===== src/rtl/stopwatch_pkg.sv =====
// Shared constants, FSM state type and helpers for the stopwatch display.
// Segment codes are active low, ordered {g,f,e,d,c,b,a}.
package stopwatch_pkg;

    localparam logic [6:0] SEG_0     = 7'h40;
    localparam logic [6:0] SEG_1     = 7'h79;
    localparam logic [6:0] SEG_2     = 7'h24;
    localparam logic [6:0] SEG_3     = 7'h30;
    localparam logic [6:0] SEG_4     = 7'h19;
    localparam logic [6:0] SEG_5     = 7'h12;
    localparam logic [6:0] SEG_6     = 7'h02;
    localparam logic [6:0] SEG_7     = 7'h78;
    localparam logic [6:0] SEG_8     = 7'h00;
    localparam logic [6:0] SEG_9     = 7'h10;
    localparam logic [6:0] SEG_BLANK = 7'h7F;

    localparam logic [2:0] SLOT_MS_TENS   = 3'd0;
    localparam logic [2:0] SLOT_MS_HUND   = 3'd1;
    localparam logic [2:0] SLOT_SEC_ONES  = 3'd2;
    localparam logic [2:0] SLOT_SEC_TENS  = 3'd3;
    localparam logic [2:0] SLOT_MIN_ONES  = 3'd4;
    localparam logic [2:0] SLOT_MIN_TENS  = 3'd5;
    localparam logic [2:0] SLOT_HOUR_ONES = 3'd6;
    localparam logic [2:0] SLOT_HOUR_TENS = 3'd7;

    localparam int unsigned BIN_W  = 10;
    localparam int unsigned BCD_W  = 12;
    localparam int unsigned SR_W   = BIN_W + BCD_W;

    typedef enum logic [1:0] {
        ST_IDLE,
        ST_LOAD,
        ST_SHIFT,
        ST_STORE
    } cnv_state_t;

    typedef enum logic [1:0] {
        FLD_MS,
        FLD_SEC,
        FLD_MIN,
        FLD_HOUR
    } field_t;

    // One shift-add-3 iteration over {bcd[11:0], bin[9:0]}.
    function automatic logic [SR_W-1:0] dabble_step(
        input logic [SR_W-1:0] sr
    );
        logic [SR_W-1:0] t;
        t = sr;
        for (int i = 0; i < 3; i++) begin
            if (t[BIN_W+4*i +: 4] >= 4'd5) begin
                t[BIN_W+4*i +: 4] = t[BIN_W+4*i +: 4] + 4'd3;
            end
        end
        return t << 1;
    endfunction

    function automatic logic [6:0] seg_encode(input logic [3:0] d);
        logic [6:0] s;
        case (d)
            4'd0:    s = SEG_0;
            4'd1:    s = SEG_1;
            4'd2:    s = SEG_2;
            4'd3:    s = SEG_3;
            4'd4:    s = SEG_4;
            4'd5:    s = SEG_5;
            4'd6:    s = SEG_6;
            4'd7:    s = SEG_7;
            4'd8:    s = SEG_8;
            4'd9:    s = SEG_9;
            default: s = SEG_BLANK;
        endcase
        return s;
    endfunction

endpackage


===== src/rtl/stopwatch_display_mux_if.sv =====
// Stopwatch time fields in, scanned seven-segment drive out.
// master drives the time fields, slave is the display mux.
interface stopwatch_display_mux_if;

    logic [9:0] ms_i;
    logic [5:0] sec_i;
    logic [5:0] min_i;
    logic [4:0] hour_i;
    logic [7:0] an_o;
    logic [6:0] seg_o;
    logic       dp_o;

    modport master (
        output ms_i,
        output sec_i,
        output min_i,
        output hour_i,
        input  an_o,
        input  seg_o,
        input  dp_o
    );

    modport slave (
        input  ms_i,
        input  sec_i,
        input  min_i,
        input  hour_i,
        output an_o,
        output seg_o,
        output dp_o
    );

endinterface


===== src/rtl/stopwatch_bin2bcd.sv =====
// Serial shift-add-3 binary to BCD converter, 10-bit in, three nibbles out.
// done_o pulses with bcd_o valid 12 cycles after start_i is sampled.
module stopwatch_bin2bcd
    import stopwatch_pkg::*;
(
    input  logic             clk_i,
    input  logic             reset_ni,
    input  logic             start_i,
    input  logic [BIN_W-1:0] bin_i,
    output logic             busy_o,
    output logic             done_o,
    output logic [BCD_W-1:0] bcd_o
);

    cnv_state_t      st_q;
    logic [SR_W-1:0] sr_q;
    logic [SR_W-1:0] sr_nx;
    logic [3:0]      cnt_q;

    assign sr_nx = dabble_step(sr_q);

    always_ff @(posedge clk_i or negedge reset_ni) begin
        if (!reset_ni) begin
            st_q   <= ST_IDLE;
            sr_q   <= '0;
            cnt_q  <= '0;
            busy_o <= 1'b0;
            done_o <= 1'b0;
            bcd_o  <= '0;
        end else begin
            done_o <= 1'b0;
            unique case (st_q)
                ST_IDLE: begin
                    if (start_i) begin
                        st_q   <= ST_LOAD;
                        busy_o <= 1'b1;
                    end
                end
                ST_LOAD: begin
                    sr_q  <= {{BCD_W{1'b0}}, bin_i};
                    cnt_q <= '0;
                    st_q  <= ST_SHIFT;
                end
                ST_SHIFT: begin
                    sr_q  <= sr_nx;
                    cnt_q <= cnt_q + 4'd1;
                    if (cnt_q == 4'(BIN_W - 1)) begin
                        st_q   <= ST_STORE;
                        done_o <= 1'b1;
                        bcd_o  <= sr_nx[SR_W-1:BIN_W];
                    end
                end
                ST_STORE: begin
                    // Chaining straight into LOAD keeps fields 12 cycles apart.
                    if (start_i) begin
                        st_q <= ST_LOAD;
                    end else begin
                        st_q   <= ST_IDLE;
                        busy_o <= 1'b0;
                    end
                end
                default: begin
                    st_q   <= ST_IDLE;
                    busy_o <= 1'b0;
                end
            endcase
        end
    end

endmodule


===== src/rtl/stopwatch_display_mux.sv =====
// Eight-digit multiplexed stopwatch display with a shared BCD converter.
// Define STOPWATCH_LEAD_BLANK_EN to blank a zero hour-tens digit.
module stopwatch_display_mux
    import stopwatch_pkg::*;
#(
    parameter int unsigned REFRESH_DIV = 100000
) (
    input  logic                    clk_i,
    input  logic                    reset_ni,
    stopwatch_display_mux_if.slave  disp_if
);

    localparam int unsigned DW = $clog2(REFRESH_DIV);

    logic [DW-1:0]      div_q;
    logic [2:0]         idx_q;
    logic [2:0]         idx_d;
    logic               tc;
    logic               snap;
    logic               commit;

    logic [BIN_W-1:0]   ms_sat;
    logic [BIN_W-1:0]   ms_h;
    logic [5:0]         sec_h;
    logic [5:0]         min_h;
    logic [4:0]         hour_h;

    field_t             fld_q;
    logic               seq_on_q;
    logic               cnv_start;
    logic               cnv_busy;
    logic               cnv_done;
    logic [BIN_W-1:0]   cnv_bin;
    logic [BCD_W-1:0]   cnv_bcd;

    logic [7:0]         ms_st;
    logic [7:0]         sec_st;
    logic [7:0]         min_st;
    logic [7:0][3:0]    disp_q;
    logic [7:0][3:0]    disp_d;
    logic [3:0]         cur_dig;
    logic [6:0]         cur_seg;
    logic               cur_dp_n;

    assign tc     = (div_q == DW'(REFRESH_DIV - 1));
    assign idx_d  = tc ? idx_q + 3'd1 : idx_q;
    assign snap   = tc && (idx_q == 3'd7) && !seq_on_q && !cnv_busy;
    assign commit = cnv_done && (fld_q == FLD_HOUR);
    assign ms_sat = (disp_if.ms_i > 10'd999) ? 10'd999 : disp_if.ms_i;

    assign cnv_start = snap || (cnv_done && (fld_q != FLD_HOUR));

    always_comb begin
        cnv_bin = '0;
        unique case (fld_q)
            FLD_MS:   cnv_bin = ms_h;
            FLD_SEC:  cnv_bin = {4'd0, sec_h};
            FLD_MIN:  cnv_bin = {4'd0, min_h};
            FLD_HOUR: cnv_bin = {5'd0, hour_h};
            default:  cnv_bin = '0;
        endcase
    end

    // Outputs are decoded from next-state values so segments track the anode.
    assign disp_d = commit ? {cnv_bcd[7:0], min_st, sec_st, ms_st}
                           : disp_q;

    always_comb begin
        cur_dig = disp_d[idx_d];
        cur_seg = seg_encode(cur_dig);
`ifdef STOPWATCH_LEAD_BLANK_EN
        if (idx_d == SLOT_HOUR_TENS && cur_dig == 4'd0) begin
            cur_seg = SEG_BLANK;
        end
`endif
        cur_dp_n = !((idx_d == SLOT_HOUR_ONES) ||
                     (idx_d == SLOT_MIN_ONES)  ||
                     (idx_d == SLOT_SEC_ONES));
    end

    stopwatch_bin2bcd u_bin2bcd (
        .clk_i    (clk_i),
        .reset_ni (reset_ni),
        .start_i  (cnv_start),
        .bin_i    (cnv_bin),
        .busy_o   (cnv_busy),
        .done_o   (cnv_done),
        .bcd_o    (cnv_bcd)
    );

    always_ff @(posedge clk_i or negedge reset_ni) begin
        if (!reset_ni) begin
            div_q         <= '0;
            idx_q         <= '0;
            ms_h          <= '0;
            sec_h         <= '0;
            min_h         <= '0;
            hour_h        <= '0;
            fld_q         <= FLD_MS;
            seq_on_q      <= 1'b0;
            ms_st         <= '0;
            sec_st        <= '0;
            min_st        <= '0;
            disp_q        <= '0;
            disp_if.an_o  <= 8'hFF;
            disp_if.seg_o <= SEG_BLANK;
            disp_if.dp_o  <= 1'b1;
        end else begin
            div_q  <= tc ? '0 : div_q + DW'(1);
            idx_q  <= idx_d;
            disp_q <= disp_d;

            if (snap) begin
                ms_h     <= ms_sat;
                sec_h    <= disp_if.sec_i;
                min_h    <= disp_if.min_i;
                hour_h   <= disp_if.hour_i;
                fld_q    <= FLD_MS;
                seq_on_q <= 1'b1;
            end

            if (cnv_done) begin
                unique case (fld_q)
                    FLD_MS:   ms_st    <= cnv_bcd[11:4];
                    FLD_SEC:  sec_st   <= cnv_bcd[7:0];
                    FLD_MIN:  min_st   <= cnv_bcd[7:0];
                    FLD_HOUR: seq_on_q <= 1'b0;
                    default:  seq_on_q <= 1'b0;
                endcase
                fld_q <= field_t'(fld_q + 2'd1);
            end

            disp_if.an_o  <= ~(8'd1 << idx_d);
            disp_if.seg_o <= cur_seg;
            disp_if.dp_o  <= cur_dp_n;
        end
    end

endmodule


===== src/flat_wrapper.sv =====
// flat-port wrapper written by rule: the top's interface ports become plain ports
module stopwatch_display_mux_flat import stopwatch_pkg::*;
#(
    parameter int unsigned REFRESH_DIV = 100000
)
  (clk_i, reset_ni, disp_if_ms_i, disp_if_sec_i, disp_if_min_i, disp_if_hour_i, disp_if_an_o, disp_if_seg_o, disp_if_dp_o);
  stopwatch_display_mux_if disp_if_i ();
  input  logic clk_i;
  input  logic reset_ni;
  input wire logic [$bits(disp_if_i.ms_i)-1:0] disp_if_ms_i;
  input wire logic [$bits(disp_if_i.sec_i)-1:0] disp_if_sec_i;
  input wire logic [$bits(disp_if_i.min_i)-1:0] disp_if_min_i;
  input wire logic [$bits(disp_if_i.hour_i)-1:0] disp_if_hour_i;
  output wire logic [$bits(disp_if_i.an_o)-1:0] disp_if_an_o;
  output wire logic [$bits(disp_if_i.seg_o)-1:0] disp_if_seg_o;
  output wire logic [$bits(disp_if_i.dp_o)-1:0] disp_if_dp_o;
  assign disp_if_i.ms_i = disp_if_ms_i;
  assign disp_if_i.sec_i = disp_if_sec_i;
  assign disp_if_i.min_i = disp_if_min_i;
  assign disp_if_i.hour_i = disp_if_hour_i;
  assign disp_if_an_o = disp_if_i.an_o;
  assign disp_if_seg_o = disp_if_i.seg_o;
  assign disp_if_dp_o = disp_if_i.dp_o;
  stopwatch_display_mux #(.REFRESH_DIV(REFRESH_DIV)) u_core (.clk_i(clk_i), .reset_ni(reset_ni), .disp_if(disp_if_i));
endmodule

===== config.mk =====
export PLATFORM = sky130hd
export DESIGN_NAME = stopwatch_display_mux_flat
export DESIGN_NICKNAME = d
export VERILOG_FILES = /design/src/rtl/stopwatch_pkg.sv /design/src/rtl/stopwatch_display_mux_if.sv /design/src/rtl/stopwatch_bin2bcd.sv /design/src/rtl/stopwatch_display_mux.sv /design/src/flat_wrapper.sv
export SDC_FILE = /design/constraint.sdc
export NUM_CORES = 1
export LEC_CHECK = 0
export BUFFER_PORTS_ARGS = -buffer_cell sky130_fd_sc_hd__buf_2
export CAP_MARGIN = 20
export CELL_PAD_IN_SITES_DETAIL_PLACEMENT = 0
export CELL_PAD_IN_SITES_GLOBAL_PLACEMENT = 1
export CORE_MARGIN = 4
export CORE_UTILIZATION = 49
export CTS_BUF_LIST = sky130_fd_sc_hd__clkbuf_16
export DETAILED_ROUTE_END_ITERATION = 10
export HOLD_SLACK_MARGIN = 0.03
export PLACE_DENSITY_LB_ADDON = 0.1
export SYNTH_ARGS = -nofsm -noshare
export SYNTH_HDL_FRONTEND = slang
export SYNTH_SLANG_ARGS = --single-unit

===== constraint.sdc =====
create_clock -name clk_i -period 3.8 [get_ports clk_i]
set_clock_uncertainty 0.05 [all_clocks]
set_input_delay 0.76 -clock clk_i [delete_from_list [all_inputs] [get_ports clk_i]]
set_output_delay 0.76 -clock clk_i [all_outputs]
set_load 0.005 [all_outputs]

# Word level (Yosys, flattened, before mapping)
# Memory sizes are Yosys's and may differ from the RTL's. A register that Yosys moved wholly into a read port is not among the register bits.
# Cells that the tools add are included.
[totals] reg_bits=157 mem_bits_ro=112 input_bits=29 word_cells=107 memories=1
[memory_table] name="(no name shown)" words=16 width=7 read_ports=1 rd_ports_with_merged_regs=1 wr=0 line="stopwatch_pkg.sv:60" rtl="case (d)"
[op_classes] addsub=7 magnitude_cmp=5 n_eq_ne=16 n_shift=1 n_mux=26 n_bitwise=1 reduce_logical=23
[op_table] cell="case mux 22 bit (2 select lines)" n=1
[op_table] cell="case mux 10 bit (4 select lines)" n=1
[op_table] cell="two-way mux 32 bit" n=1
[op_table] cell="adder 17 x 1 -> 17 bit, second input constant" n=1
[op_table] cell="equality test 17 bit, second input constant" n=1
[op_table] cell="two-way mux 17 bit" n=1
[op_table] cell="binary-select mux 4 bit (select 3 bit)" n=1
[op_table] cell=">= comparator 4 x 3 -> 1 bit, second input constant" n=3
[op_table] cell="two-way mux 4 bit" n=3
[op_table] cell="> comparator 10 bit, second input constant" n=1
[op_table] cell="two-way mux 10 bit" n=1
[op_table] cell="AND reduction 2 bit" n=5
[op_table] cell="equality test 3 bit, second input constant" n=3
[op_table] cell="adder 4 x 2 -> 4 bit, second input constant" n=2
[op_table] cell="equality test 2 bit, second input constant" n=4
[op_table] cell="two-way mux 1 bit" n=8
[op_table] cell="two-way mux 2 bit" n=4
[op_table] cell="inverter 8 bit" n=1
[op_table] cell="case mux 2 bit (4 select lines)" n=1
[op_table] cell="case mux 4 bit (2 select lines)" n=1
[op_table] cell="left shift 1 x 3 -> 8 bit, first input constant" n=1
[op_table] cell="two-way mux 3 bit" n=2
[op_table] cell="!= test 2 bit, second input constant" n=3
[op_table] cell="nonzero test 2 bit" n=3
[op_table] cell="other kinds (15)" n=26

# Longest topological paths before layout
# Gate-level depths: netlist of the first run.
[logic_depth] depth_word=7 ltp_mapped=14 depth_no_buf=11

# Hierarchy
# Synthesis of the first run repeated with hierarchy kept, for this count alone.
[unflattened] cells_unflattened=728 hier_area_um2=8065.2
[modules_own_cells] mod="stopwatch_display_mux" instances=1 cells_each=530 area_per_inst_um2=5985.7
[modules_own_cells] mod="stopwatch_bin2bcd" instances=1 cells_each=198 area_per_inst_um2=2079.5

# Worst setup path before layout of the first run
# OpenSTA, ideal clock, no wires.
[synth_path] path_type="reg2reg" startpoint="register u_core.fld_q[0]" endpoint="register u_core.disp_if.seg_o[3]" setup_ps=75 arrival_time_ps=2914 setup_slack_ps=761 stages_incl_launch_ff=12 path_buffers=1 period_less_slack_ps=3039 cell_sequence="dfrtp_1 -> ha_1 -> buf_2 -> nand2_2 -> mux4_2 -> and3_1 -> or3_1 -> or3b_1 -> o211ai_1 -> ha_1 -> inv_1 -> a2bb2oi_1"
[synth_via] elab_chain_len=5
[synth_rtl] item="start, declared" line="stopwatch_display_mux.sv:28" rtl="field_t fld_q;"
[synth_rtl] item="start signal, assigned" line="stopwatch_display_mux.sv:130" rtl="fld_q <= field_t'(fld_q + 2'd1);"
[synth_rtl] item="equality test 2 bit" line="stopwatch_display_mux.sv:48" rtl="assign commit = cnv_done && (fld_q == FLD_HOUR);"
[synth_rtl] item="logical AND 1 bit" line="stopwatch_display_mux.sv:48"
[synth_rtl] item="two-way mux 32 bit" line="stopwatch_display_mux.sv:65" rtl="assign disp_d = commit ? {cnv_bcd[7:0], min_st, sec_st, ms_st}"
[synth_rtl] item="binary-select mux 4 bit (select 3 bit)" line="stopwatch_display_mux.sv:69" rtl="cur_dig = disp_d[idx_d];"
[synth_rtl] item="two-way mux 4 bit (implied by the code)" line="stopwatch_display_mux.sv:69"
[synth_rtl] item="end, declared" line="stopwatch_display_mux_if.sv:29" rtl="output seg_o,"
# No other way between the ends. The select of a mux whose other input is x is not followed.
# A chain may end at the register's enable or synchronous reset.

# Final worst setup path of the first run
[layout_path] startpoint="register u_core.div_q[0]" endpoint="register u_core.disp_if.seg_o[3]"
[layout_via] elab_chain_len=4
[layout_rtl] item="start, declared" line="stopwatch_display_mux.sv:15" rtl="logic [DW-1:0] div_q;"
[layout_rtl] item="start signal, assigned" line="stopwatch_display_mux.sv:109" rtl="div_q <= tc ? '0 : div_q + DW'(1);"
[layout_rtl] item="equality test 17 bit" line="stopwatch_display_mux.sv:45" rtl="assign tc = (div_q == DW'(REFRESH_DIV - 1));"
[layout_rtl] item="two-way mux 3 bit" line="stopwatch_display_mux.sv:46" rtl="assign idx_d = tc ? idx_q + 3'd1 : idx_q;"
[layout_rtl] item="binary-select mux 4 bit (select 3 bit)" line="stopwatch_display_mux.sv:69"
[layout_rtl] item="two-way mux 4 bit (implied by the code)" line="stopwatch_display_mux.sv:69"
# No other way between the ends. The select of a mux whose other input is x is not followed.

==> results by stage, run 1 <==
Run status:
- The run finished with clean final reports.

CTS:
- No sink is reached through more buffers than the 2 on the longest clock path.
- The number of H-tree levels is 4.
- The clock tree root driver cell is clkbuf_16.
- The number of gates resized after CTS was 0.
- After clock tree synthesis, the flow added hold-fix buffers numbering 0.
- The number of setup buffers added after CTS is 0.
- The CTS tree is done.
- The number of clock buffers inserted by TritonCTS is 17.
- Clock-pin slew was measured on the worst setup and hold paths at 0.06 ns.
- At the later pin of the worst-skew pair, clock insertion delay measures 0.42 ns.
- The clock sink count is 164.

Setup path:
- The critical path crosses 10 cells after its start point.
- The slowest stage of the critical path is the and4_1 cell.
- The category of the worst setup path capture point is a flop.
- The number of cells on the worst reg-to-reg path is 10.
- Along the worst path, the maximum fanout reaches 9.
- The peak per-stage delay on the critical path is 0.40 ns.
- The critical path in this run is classified as flop to flop.
- Among the stages of the critical path, the cell type that occurs most often is ha_1.
- The critical path goes through ha_1, and4_1, nand4_4, mux2i_4, or3_1, or3b_1, o211ai_1, ha_1, inv_1, a2bb2oi_1.
- The number of buffer and inverter instances along the worst setup path is 1.
- The worst setup path is launched from a flop.
- For the worst setup path, the data required time is 4.10 ns.
- Grouping stages by cell kind, the critical path spends the most delay in simple AND/OR/NAND/NOR gates.
- The signal arrival time at the worst endpoint is 3.43 ns.

Route:
- The detailed-routing iteration count for the pre-antenna-repair pass is 7.
- In this run the remaining antenna-violating nets after routing total 0.
- The routed design has 17800 um of wire.
- The violation count after the first detailed-routing iteration is 344.
- The routed layout has 5578 vias.
- For this run, design rule violations remaining after detail routing come to 0.
- The number of vias per cell after detailed routing is 5.52.
- The post-detailed-route wirelength per cell is 17.6 um.

Synthesis:
- The synthesized netlist devotes 11.1% of its cell area to compound gates.
- The mux contribution to synthesized area is 12.8%.
- The post-synthesis sequential area ratio is 51.9%.
- Of all flip-flops after synthesis, the portion carrying an async set or reset was 100%.
- The synthesis warning total is 0.
- After synthesis the netlist holds a flip-flop and latch count of 164.
- In this run, synthesis inferred 0 flip-flops with an integrated enable.
- The mean instance size in the synthesized netlist is 10.8 sq um.
- The synthesized-area fraction occupied by xor and xnor cells is 2.09%.
- Summing the areas of all and, or, nand and nor instances in the mapped netlist gives 14.4% of the synthesized area.
- Synthesis produced 737 cells.
- The count of distinct cell types in the synthesized netlist is 67.
- The net count after synthesis is 791.
- The synthesized netlist devotes 3.94% of its cell area to adder and majority cells.
- The most used flip-flop cell after synthesis is dfrtp_1.
- The cell area after technology mapping is 7950 sq um.
- The largest family of logic cells by synthesized area is simple AND/OR/NAND/NOR gates.

Placement:
- The placer congestion estimate is 0.830.
- Summed over all nets, the half-perimeter wirelength after detailed placement is 12800 um.
- In this run the tool buffered the top-level ports with 44 buffer cells.
- After detailed placement, the total cell area comes to 8440 sq um.

Power:
- Dividing total power by cell area gives a power density of 376 nW/um^2.
- In this run, flip-flops and latches consume 51.8% of the power.
- Power comes to 0.00338 W.
- In this run the power spent charging and discharging nets is 0.000773 W.
- For this design the static power due to leakage is 4.34 nW.
- The power share of the clock group is 46.5%.
- Of the total power, the share spent switching nets is 22.9%.
- The combinational power share is 1.7%.
- Internal power comes to 0.00260 W.
- VDD sags by at most 0.304 mV.

Timing:
- The final count of pins violating max slew is 0.
- For the pin with the worst max-slew slack, the measured transition is 0.886 ns.
- Setup violations remaining at the end of the flow were counted as 0.
- The part of the cycle the worst path needs is 82.5%.
- The smallest hold slack is 0.347 ns.
- Summed over all failing endpoints, the final setup total negative slack is 0 ns.
- In this run the tightest slew margin relative to its limit is 40.8%.
- For the finished layout, the period the worst path requires is 3.13 ns.
- Setup repair after global routing left no endpoint under its margin.
- The final hold violation count is 0.
- Derived from the worst setup path, the maximum achievable clock frequency is 0.319 GHz.

Cells and area:
- In the layout the commonest cells are dfrtp_1 (148), nand2_1 (128), mux2_2 (49).
- The fraction of layout cells with a size suffix above 1 is 22.4%.
- The most common library cell in the layout ignoring fill and taps is dfrtp_1.
- The repair_antennas step left the layout with diodes totalling 0.
- Compared with the post-synthesis result, the final layout area differs by 12.9%.
- The layout net count is 836.
- After routing the design area is 8970 sq um.
- The end-of-flow core utilization is 56.5%.
- The filler cells instantiated in the layout total 1414.

Die:
- Once the floorplan was initialized, standard cells occupied 50.0% of the core.
- The area inside the core boundary is 15900 sq um.
- The width of the chip is 135 um.
- The floorplan step set the die height to 135 um.
- The count of pins on the block boundary is 45.
- The die covers 18300 sq um.
- In this run the core area contains 46 standard-cell rows.

GRT:
- The number of antenna violations at the first check in global routing is 0.
- Global routing finished with a remaining overflow of 0.
- The pin count of the biggest net entering global routing is 83.
- The number of global-route vias before repair is 5720.
- Global routing used 20.7% of the available tracks across all layers.
- The first global-routing pass estimated 29900 um of wire.

Min path:
- The type of the tightest min-delay check is input pin to asynchronous set/reset pin.

Flow run:
- Across the run, the number of max-cap violations was 0.
## cell usage after synthesis (2+ instances only)
cell type / n / area [sq um]
a211o_1: 5 / 43.8
a211oi_1: 4 / 30.0
a21bo_2: 2 / 20.0
a21o_1: 5 / 37.5
a21oi_1: 24 / 120
a221o_1: 3 / 30.0
a222oi_1: 5 / 50.1
a22o_1: 2 / 17.5
a22oi_1: 4 / 30.0
a2bb2oi_1: 5 / 43.8
a31oi_1: 6 / 37.5
and2_1: 3 / 18.8
and3_1: 7 / 43.8
and4_1: 5 / 43.8
and4bb_2: 2 / 25.0
buf_1: 6 / 22.5
buf_2: 8 / 40.0
clkbuf_1: 21 / 78.8
dfrtp_1: 148 / 3700
dfstp_2: 16 / 420
ha_1: 25 / 313
inv_1: 39 / 146
mux2_2: 49 / 552
mux2i_1: 19 / 190
mux4_2: 10 / 225
nand2_1: 128 / 480
nand2b_1: 6 / 37.5
nand3_1: 22 / 110
nand3b_1: 2 / 15.0
nand4_1: 6 / 37.5
nor2_1: 41 / 154
nor3_1: 9 / 45.0
o2111ai_1: 6 / 52.6
o211ai_1: 6 / 45.0
o21a_1: 3 / 22.5
o21ai_0: 24 / 120
o22ai_1: 10 / 62.6
o31ai_1: 3 / 22.5
or3_1: 3 / 18.8
xnor2_1: 10 / 87.6
xor2_1: 9 / 78.8
## worst register-to-register path, stage by stage, from the launching register on
cell       delay (ns)
dfrtp_1          0.39
ha_1             0.22
and4_1           0.40
nand4_4          0.22
mux2i_4          0.30
or3_1            0.40
or3b_1           0.38
o211ai_1         0.19
ha_1             0.30
inv_1            0.07
a2bb2oi_1        0.16
## routing by layer
layer / global-route usage [%] / wire length [um] / up-vias
met5: 0 / 0 / -
met4: 4.70 / 159 / 0
met3: 3.75 / 501 / 9
met2: 36.5 / 9210 / 88
met1: 26.7 / 7930 / 2801
li1: - / - / 2680
## final timing paths
kind / startpoint / to / slack (ns)
max in group asynchronous: reset_ni / u_core.disp_if.seg_o[2] / 2.42
worst max register to register: u_core.div_q[0] / u_core.disp_if.seg_o[3] / 0.67
worst max-delay path: u_core.div_q[0] / u_core.disp_if.seg_o[3] / 0.67
worst min register to register: u_core.ms_h[9] / u_core.ms_h[9] / 0.42
worst min-delay path: reset_ni / u_core.div_q[5] / 0.35
min in group clk_i: u_core.ms_h[9] / u_core.ms_h[9] / 0.42
## power by group through the flow
stage | sequential (W) | combinational (W) | clock [W]
after floorplan | 0.00178 | 0.00000419 | 0
after global placement | 0.00178 | 0.0000586 | 0
after detailed placement | 0.00178 | 0.0000602 | 0
after CTS | 0.00175 | 0.0000607 | 0.00161
after global routing | 0.00175 | 0.0000678 | 0.00169
final | 0.00175 | 0.0000574 | 0.00157
## cell families after synthesis
| kind of cell | after synthesis |
|---|---|
| mux | 81 |
| simple gates | 245 |
| xor+xnor | 19 |
| flops | 164 |
| compound gates | 126 |
| fa+ha+maj | 25 |
| buf+inv | 77 |
## sequential cells by signal, summed over array words and instances (netlist names)
register	flops
u_core.hour_h	5
u_core.ms_st	8
u_core.u_bin2bcd.bcd_o	12
u_core.disp_if.dp_o	1
u_core.div_q	17
u_core.ms_h	10
u_core.seq_on_q	1
u_core.u_bin2bcd.cnt_q	4
u_core.sec_h	6
u_core.u_bin2bcd.done_o	1
u_core.disp_if.an_o	8
u_core.min_st	8
u_core.u_bin2bcd.sr_q	22
u_core.idx_q	3
u_core.min_h	6
u_core.sec_st	8
u_core.disp_q	32
u_core.u_bin2bcd.st_q	2
u_core.disp_if.seg_o	7
u_core.u_bin2bcd.busy_o	1
u_core.fld_q	2
## metrics by stage
step	cells	setup WS, ns
finish	1011	0.666
global route	1011	0.458
CTS	1011	0.662
detailed placement	979	0.679
global placement	979	0.724
floorplan	737	0.761
## layout make-up
cell class	count	area, sq um	area share [%]
tap	216	270	3.01
multi-input combinational	496	3520	39.2
clock inverter	15	108	1.20
timing repair buffer	62	374	4.17
sequential	164	4120	46.0
clock buffer	17	425	4.74
inverter	41	154	1.71
(Power assumes the default switching activity.)
==> inputs of run 2 (changes only) <==
==> constraint.sdc (replaced) <==
create_clock -name clk_i -period 2.9 [get_ports clk_i]
set_clock_uncertainty 0.05 [all_clocks]
set_input_delay 0.58 -clock clk_i [delete_from_list [all_inputs] [get_ports clk_i]]
set_output_delay 0.58 -clock clk_i [all_outputs]
set_load 0.005 [all_outputs]
==> results by stage, run 2 (synthesis results as in run 1) <==
Run status:
- The flow ran to the end, and the final reports show no timing, DRC or antenna violations.

Route:
- The via total after detailed routing was 5748 (+3.0%).
- The wire length reported by the detailed router came to 17900 um (+0.57%).
- The violation count after the first detailed-routing iteration is 381 (+11%).
- The final antenna-violating net count was 0 (unchanged).
- The number of vias per cell after detailed routing is 5.50 (-0.31%).
- The post-detailed-route wirelength per cell is 17.1 um (-2.7%).
- The DRC violation count after routing was 0 (unchanged).
- The detailed-routing iteration count for the pre-antenna-repair pass is 5 (-2).

Setup path:
- The terminus of the critical flop-to-flop path is u_core.disp_if.seg_o[3].
- The depth of the worst register-to-register path is 10 (unchanged).
- The signal on the critical path passes through ha_4, nand2_8, mux4_2, and3_1, or3_1, or3b_1, o211ai_1, ha_1, inv_2, a2bb2oi_2.
- The signal arrival time at the worst endpoint is 3.14 ns (-0.29 ns).
- The largest individual stage delay along the critical path comes from the cell mux4_2.
- The internal reg-to-reg setup slack is 0.06 ns (-0.60 ns).
- The category of the worst setup path capture point is a flop.
- The required time of the critical path was 3.21 ns (-0.89 ns).
- The worst setup path is launched from a flop.
- The maximum fanout count along the critical path is 4 (-5).
- The launch point of the critical path is u_core.fld_q[0].
- In this run the critical register-to-register path is launched from u_core.fld_q[0].
- The peak per-stage delay on the critical path is 0.48 ns (+0.08 ns).
- The type of the worst setup path is flop to flop.

Cells and area:
- In the final layout, the registers with the most flip-flops are u_core.disp_q x32, u_core.u_bin2bcd.sr_q x22, u_core.div_q x17.
- The fraction of layout cells with a size suffix above 1 is 26.8% (+4.4 points).
- The area growth from synthesis to layout is 17.4%.
- In the layout the commonest cells are dfrtp_1 (148), nand2_1 (127), mux2_2 (49).
- The antenna diode instance count is 0 (unchanged).
- The layout net count was 870 (+4.1%).
- Leaving out fill and tap cells, the most frequent cell in the layout is dfrtp_1.
- The post-layout instance area was 9330 sq um (+4.0%).
- The number of flip-flops in the largest register came to 32 (unchanged).
- The most flop-heavy register is u_core.disp_q.

Timing:
- Setup repair after global routing could not meet its margin everywhere.
- The top achievable clock speed is 0.353 GHz (+10%).
- The minimum clock period is 2.84 ns (-0.297 ns).
- The setup slack after layout is 0.0631 ns (-0.603 ns).
- The max-slew headroom at the worst pin came to 60.5% (+20 points).
- The smallest hold slack is 0.0798 ns (-0.267 ns).
- The number of endpoints failing setup at the final stage is 0 (unchanged).
- The part of the cycle the worst path needs is 97.8% (+15 points).
- The final hold violation count is 0 (unchanged).
- The final count of pins violating max slew is 0 (unchanged).
- The measured slew at the worst slew-check pin is 0.591 ns (-0.294 ns).

CTS:
- The count of hold-fix buffers inserted at cts is 0 (unchanged).
- The clock tree root driver cell is clkbuf_16.
- The number of clock buffers inserted by TritonCTS is 17 (unchanged).
- The number of H-tree levels was 4 (unchanged).
- The clock sink count was 164 (unchanged).
- The number of buffers added for setup after CTS came to 0 (unchanged).
- The clock input transition at the sequential cells of the worst setup and hold paths came to 0.06 ns (about the same).
- The clock latency on the worst-skew pair came to 0.42 ns (about the same).
- The CTS tree is done.
- The largest buffer count on any clock path is 2 (unchanged).

Die:
- The area inside the core boundary is 15900 sq um (unchanged).
- The die area is 18300 sq um (unchanged).
- The die boundary height is 135 um (unchanged).
- The count of standard-cell rows is 46 (unchanged).
- The width of the chip was 135 um (unchanged).
- The count of pins on the block boundary is 45 (unchanged).
- The initial cell density of the core was 50.0% (unchanged).

GRT:
- The wire length of the first global-routing pass is 30100 um (+0.72%).
- The pin count of the biggest net entering global routing is 66 (-20%).
- The number of antenna violations at the first check in global routing is 0 (unchanged).
- The total global routing overflow came to 0 (unchanged).
- The total routing usage reported by global routing is 21.0% (+0.28 points).
- The number of global-route vias before repair was 5929 (+3.7%).

Placement:
- The placer congestion estimate is 0.855 (+3.0%).
- The area after detailed placement is 8710 sq um (+3.2%).
- The count of buffers inserted at the top-level ports is 44 (unchanged).
- The half-perimeter wire length after placement is 13000 um (+1.4%).
- The minimum setup slack after placement came to -0.00580 ns (-0.685 ns).

Flow run:
- The total of max-cap violations is 0 (unchanged).

Min path:
- The worst hold path belongs to the class input pin to asynchronous set/reset pin.

Power:
- The power density of the placed cells is 480 nW/um^2 (+28%).
- The static leakage was 4.52 nW (+4.0%).
- The maximum resistive drop on vdd is 0.410 mV (+35%).
[run 2: worst max-delay path, delay by kind of cell, from the launching register on]
family,cells,cell delay (ns)
AO/OA/AOI/OAI,2,0.31
adder cells (fa/ha/maj),2,0.51
buffers and inverters,1,0.07
flip-flops,1,0.41
multiplexers,1,0.48
AND/OR/NAND/NOR,4,0.96
[run 2: worst max path at each step]
stage / slack, ns / endpoint / depth (start not counted)
floorplan: 0.009 / u_core.disp_if.seg_o[3] / 11
global placement: 0.03 / u_core.disp_if.seg_o[3] / 10
detailed placement: -0.006 / u_core.disp_if.seg_o[3] / 10
CTS: 0.008 / u_core.disp_if.seg_o[4] / 10
global route: -0.09 / u_core.disp_if.seg_o[3] / 9
finish: 0.06 / u_core.disp_if.seg_o[3] / 10
[run 2: metrics by stage]
step	power, W	setup TNS (ns)	util [%]	std cells
global placement	0.00241	0	54.9	1013
finish	0.00448	0	58.8	1045
global route	0.00465	-0.465	58.8	1045
CTS	0.00453	0	58.5	1045
detailed placement	0.00241	-0.00580	54.9	1013
floorplan	0.00234	0	-	737
[run 2: where the power goes]
group	switching [W]	internal [W]
clock network	0.000884	0.00123
registers	0.00000136	0.00229
logic	0.0000530	0.0000227
total	0.000939	0.00354
[run 2: final cells by class]
class	instances	area (sq um)
fillers	1354	6550
flip-flops and latches	164	4120
multi-input cells	496	3590
repair buffers	96	641
clock buffers	20	500
well taps	216	270
inverters	41	154
clock inverters	12	57.6
[run 2: layer usage]
metal	up-vias	wire length (um)	track usage, %
met2	110	8810	34.2
li1	2743	-	-
met5	-	0	0
met1	2862	7900	27.2
met4	0	392	7.28
met3	33	804	5.68
[run 2: repair_timing]
item	in CTS	in global routing
setup endpoints to repair	3	8
pin swaps	4	8
gates cloned	0	0
gates resized for setup	4	13
